===== src/rtl/top_level_pkg.sv =====
// Shared types and constants for the message-encryption engine: FSM states,
// LFSR tap table, fixed memory map and preamble clamp helpers.
package top_level_pkg;

    typedef enum logic [2:0] {IDLE, LD_PRE, LD_TAP, LD_SEED, ENC, DONE} state_t;

    // Packed so that element k is tap pattern k; listed from index 8 down to 0.
    localparam logic [8:0][6:0] TAP_PATTERNS = {
        7'h7B, 7'h7E, 7'h5C, 7'h69, 7'h6A, 7'h72, 7'h78, 7'h48, 7'h60
    };

    localparam logic [7:0] MSG_BASE  = 8'd0;
    localparam logic [7:0] PRE_ADDR  = 8'd61;
    localparam logic [7:0] TAP_ADDR  = 8'd62;
    localparam logic [7:0] SEED_ADDR = 8'd63;
    localparam logic [7:0] OUT_BASE  = 8'd64;

    localparam logic [7:0] PRE_MIN = 8'd10;
    localparam logic [7:0] PRE_MAX = 8'd26;

    function automatic logic [4:0] clamp_pre(input logic [7:0] raw);
        if (raw < PRE_MIN)
            return PRE_MIN[4:0];
        else if (raw > PRE_MAX)
            return PRE_MAX[4:0];
        else
            return raw[4:0];
    endfunction

    function automatic logic [3:0] tap_index(input logic [7:0] pt_no);
        return (pt_no == 8'd8) ? 4'd8 : {1'b0, pt_no[2:0]};
    endfunction

endpackage


===== src/rtl/top_level_data_mem.sv =====
// 256x8 data memory: combinational read port, synchronous write port, no reset.
// Latency: read 0 cycles, write visible after the clock edge. No backpressure.
// The storage array name is kept as Core so the bench can reach it directly.
module data_mem (
    input  logic       clk,
    input  logic       wr_vld,
    input  logic [7:0] wr_addr,
    input  logic [7:0] wr_dat,
    input  logic [7:0] rd_addr,
    output logic [7:0] rd_dat
);

    logic [7:0] Core [0:255];

    always_ff @(posedge clk) begin
        if (wr_vld)
            Core[wr_addr] <= wr_dat;
    end

    assign rd_dat = Core[rd_addr];

endmodule


===== src/rtl/top_level.sv =====
// LFSR message encryptor: loads preamble/taps/seed, writes 64 parity-tagged bytes.
// Latency: Ack rises 68 edges after Start low is sampled in IDLE.
// Backpressure: none; Start is only looked at in IDLE and DONE.
module top_level
    import top_level_pkg::*;
(
    input  logic Clk,
    input  logic Reset,
    input  logic Start,
    output logic Ack
);

    state_t     state;
    logic [5:0] cnt;
    logic [6:0] lfsr;
    logic [6:0] taps;
    logic [4:0] pre;

    logic [7:0] rd_addr;
    logic [7:0] rd_dat;
    logic [7:0] wr_addr;
    logic [7:0] wr_dat;
    logic       wr_vld;
    logic       pad;
    logic [7:0] plain;
    logic [6:0] enc7;

    data_mem DM (
        .clk    (Clk),
        .wr_vld (wr_vld),
        .wr_addr(wr_addr),
        .wr_dat (wr_dat),
        .rd_addr(rd_addr),
        .rd_dat (rd_dat)
    );

    assign pad = {2'b00, cnt} < {3'b000, pre};

    always_comb begin
        rd_addr = MSG_BASE;
        case (state)
            LD_PRE:  rd_addr = PRE_ADDR;
            LD_TAP:  rd_addr = TAP_ADDR;
            LD_SEED: rd_addr = SEED_ADDR;
            ENC:     if (!pad) rd_addr = MSG_BASE + ({2'b00, cnt} - {3'b000, pre});
            default: rd_addr = MSG_BASE;
        endcase
    end

    // Plaintext bit 7 is dropped; output bit 7 carries parity of the cipher bits.
    assign plain   = pad ? 8'h20 : rd_dat;
    assign enc7    = plain[6:0] ^ lfsr;
    assign wr_dat  = {^enc7, enc7};
    assign wr_addr = OUT_BASE + {2'b00, cnt};
    assign wr_vld  = (state == ENC);

    always_ff @(posedge Clk or posedge Reset) begin
        if (Reset) begin
            state <= IDLE;
            Ack   <= 1'b0;
            cnt   <= '0;
            lfsr  <= '0;
            taps  <= '0;
            pre   <= '0;
        end else begin
            case (state)
                IDLE: begin
                    Ack <= 1'b0;
                    if (!Start)
                        state <= LD_PRE;
                end
                LD_PRE: begin
                    pre   <= clamp_pre(rd_dat);
                    state <= LD_TAP;
                end
                LD_TAP: begin
                    taps  <= TAP_PATTERNS[tap_index(rd_dat)];
                    state <= LD_SEED;
                end
                LD_SEED: begin
                    lfsr  <= rd_dat[6:0];
                    cnt   <= '0;
                    state <= ENC;
                end
                ENC: begin
                    lfsr <= {lfsr[5:0], ^(lfsr & taps)};
                    cnt  <= cnt + 6'd1;
                    if (cnt == 6'd63)
                        state <= DONE;
                end
                DONE: begin
                    // Ack is registered one edge after entering DONE, after the last write.
                    if (Start) begin
                        Ack   <= 1'b0;
                        state <= IDLE;
                    end else begin
                        Ack <= 1'b1;
                    end
                end
                default: state <= IDLE;
            endcase
        end
    end

endmodule


===== config.mk =====
export PLATFORM = sky130hd
export DESIGN_NAME = top_level
export DESIGN_NICKNAME = d
export VERILOG_FILES = /design/src/rtl/top_level_pkg.sv /design/src/rtl/top_level_data_mem.sv /design/src/rtl/top_level.sv
export SDC_FILE = /design/constraint.sdc
export NUM_CORES = 1
export LEC_CHECK = 0
export CAP_MARGIN = 20
export CORE_ASPECT_RATIO = 0.7
export CORE_MARGIN = 2
export CORE_UTILIZATION = 25
export DETAILED_ROUTE_END_ITERATION = 7
export MAX_ROUTING_LAYER = met4
export PLACE_DENSITY = 0.44
export SLEW_MARGIN = 20
export SYNTH_ARGS = -nofsm -noshare
export SYNTH_HDL_FRONTEND = slang
export SYNTH_SLANG_ARGS = --single-unit

===== constraint.sdc =====
create_clock -name Clk -period 2.4 [get_ports Clk]
set_input_delay 0.48 -clock Clk [delete_from_list [all_inputs] [get_ports Clk]]
set_output_delay 0.48 -clock Clk [all_outputs]
set_load 0.01 [all_outputs]

==> impl_metrics.env <==
export IMPL_status="complete, no violations"
export IMPL_syn_area_sq_um=549.3
export IMPL_antenna_found_initial=0
export IMPL_cts_htree_levels=1
export IMPL_fin_crit_sh=0.6772
export IMPL_fp_dieH_um=43.22
export IMPL_grt_max_degree=12
export IMPL_postPlaceCellArea_sq_um=609.3
export IMPL_worstSetupStartpoint="Ack"
export IMPL_start_util=0.2592
export IMPL_dr_pass1_iters=4
export IMPL_std_cell_rows=14
export IMPL_cp_num_buf_inv=1
export IMPL_die_area_sq_mm=0.002594
export IMPL_cts_sinks=10
export IMPL_criticalPathCategory="flip-flop to output pin"
export IMPL_setup_ws_ps=774.7
export IMPL_p_leak_nw=0.2582
export IMPL_clockBufferDepth=2
export IMPL_totalWireLength_mm=1.289
export IMPL_vias=459
export IMPL_place_ws_ps=983.7
export IMPL_crit_path_cell_trace="clkdlybuf4s50_1"
export IMPL_fin_nets=71
export IMPL_diodes=0
export IMPL_cts_buffers=3
export IMPL_syn_nets=65
export IMPL_clk_latency_ps=270
export IMPL_wl_per_cell_um=13.29
export IMPL_setup_violations_final=0
export IMPL_cts_root_buf="clkbuf_4"
export IMPL_hold_viol_final=0
export IMPL_tns_ps=0
export IMPL_grt_pass1_vias=443
export IMPL_slew_violations=0
export IMPL_wl_met3_um=62
export IMPL_ys_seq_area_frac=0.4556
export IMPL_critical_path_arrival_ps=1150
export IMPL_avgSynthCellArea_sq_um=9.005
export IMPL_cp_required_ps=1920
export IMPL_peakVddDrop_uv=236.4
export IMPL_yosys_area_top_type="dfrtp_1"
export IMPL_synthArstFlopShare=1.000
export IMPL_core_area_sq_mm=0.002120
export IMPL_fin_area_sq_um=631.9
export IMPL_highest_layer="met3"
export IMPL_place_port_buffers=3
export IMPL_postCtsSetupBuffers=0
export IMPL_cp_start_kind="flip-flop"
export IMPL_synth_adder_area_share=0.02278
export IMPL_hold_buffers=0
export IMPL_finalCriticalPeriod_ps=1625
export IMPL_yosysMostFrequentCell="dfrtp_1"
export IMPL_fmax_mhz=615.3
export IMPL_clk_pin_slew_ps=70
export IMPL_ctsResizeCount=0
export IMPL_worst_pin_slew_ps=408.0
export IMPL_synth_area_leaders="dfrtp_1 46%, a21oi_1 8.2%, nor3_1 5.5%, nor2_1 3.4%, a41oi_1 3.2%"
export IMPL_rsz0062_at_grt="no"
export IMPL_cts_tree="built"
export IMPL_power_density_mw_per_mm2=963.8
export IMPL_yosys_warnings=0
export IMPL_grtUsageTotal=0.1232
export IMPL_drt_met1_wl_um=746
export IMPL_synthCells=61
export IMPL_synth_edff_count=0
export IMPL_route_antenna_remaining_nets=0
export IMPL_drive_gt1_frac=0.06154
export IMPL_drtIter0Drc=15
export IMPL_synth_top_area_share=0.4556
export IMPL_globalRouteOverflowTotal=0
export IMPL_critPathMaxStageDelay_ps=540
export IMPL_routed_wl_met2_um=480
export IMPL_maxSlewHeadroom=0.7277
export IMPL_drc=0
export IMPL_synth_ff_latch_count=10
export IMPL_ios=4
export IMPL_finClkSkew_ps=3.503
export IMPL_synth_xor_area_share=0.01595
export IMPL_detailed_place_hpwl_um=867.1
export IMPL_synth_main_ff_cell="dfrtp_1"
export IMPL_grt_pass1_wl_mm=2.208
export IMPL_synth_top_family_by_area="simple AND/OR/NAND/NOR gates"
export IMPL_synth_area_mux_share=0
export IMPL_critPathMaxFanout=2
export IMPL_synthSimpleGateAreaFrac=0.2483
export IMPL_drv_cap=0
export IMPL_die_w_um=60.03
export IMPL_syn_to_final_growth_pct=15.03
export IMPL_hold_class="input pin to async pin"
export IMPL_critPathTopFamily="buffers and inverters"
export IMPL_cp_slowest_cell="clkdlybuf4s50_1"
export IMPL_viasPerCell=4.732
export IMPL_synth_top_cells_by_count="10 x dfrtp_1, 9 x a21oi_1, 6 x nor3_1"
export IMPL_gp_congestion=0.7659
export IMPL_synth_compound_area_frac=0.2118
export IMPL_r2r_start="state[2]"
export IMPL_finalPower_mw=0.6090
export IMPL_yosysUniqueCellTypes=26
export IMPL_crit_path_end_kind="output pin"
layer usage:
metal,up-vias,global-route usage
met1,223,0.1862
met3,0,0.06402
met4,0,0.02667
li1,230,-
met2,6,0.1391
met5,-,-
cells in the final DEF, fill, tap and decap left out:
cell / instances
dfrtp_1: 10
a21oi_1: 9
nor3_1: 6
nor2_1: 5
nand2_1: 3
inv_1: 3
o21ai_0: 3
clkbuf_4: 3
clkdlybuf4s50_1: 3
nand2b_1: 2
and3_1: 2
a41oi_1: 2
or2b_1: 1
nor2b_4: 1
clkinv_1: 1
nor4bb_1: 1
nor4_1: 1
xnor2_1: 1
nand4b_1: 1
a2bb2oi_1: 1
a211oi_1: 1
a311oi_1: 1
nand3_1: 1
o22ai_1: 1
a21o_1: 1
ha_1: 1
final cells by class:
cell class | count | area [sq um]
Multi-Input combinational cell | 45 | 274.0
Inverter | 4 | 15.01
Fill cell | 236 | 1488
Clock buffer | 3 | 22.52
Sequential cell | 10 | 250.2
Tap cell | 32 | 40.04
Timing Repair Buffer | 3 | 30.03
cells by family (layout without fill, tap and decap cells):
family,Yosys count,count (layout)
and+or+nand+nor,24,24
DFF,10,10
adders and majority gates,1,1
xor gates and xnor gates,1,1
buffers and inverters,6,10
AOI/OAI and AO/OA,19,19
flip-flops by register name, indices dropped and copies added (netlist names):
name   cells
Ack        1
cnt        6
state      3
path summary, 6_finish.rpt:
kind                       endpoint  slack [ps]  cells past startpoint
max                             Ack         770                      1
max in group asynchronous    cnt[1]        1610                      2
max reg2reg                  cnt[3]        1080                      3
min reg2reg                  cnt[0]         530                      1
min                          cnt[3]         500                      2
min in group Clk             cnt[0]         530                      1
metrics by stage:
step	cells	hold slack, ps	util
floorplan	61	320.2	-
global placement	94	522.0	0.2875
detailed placement	94	518.8	0.2875
CTS	97	526.6	0.2981
global route	97	546.4	0.2981
finish	97	498.2	0.2981
power by group:
group | switching (mW) | leakage, nW | internal, mW
clock network | 0.0600 | 0.0138 | 0.0580
logic | 0.123 | 0.111 | 0.0890
registers | 0.0721 | 0.133 | 0.207
Note: power is estimated with default switching activity, not from simulation.
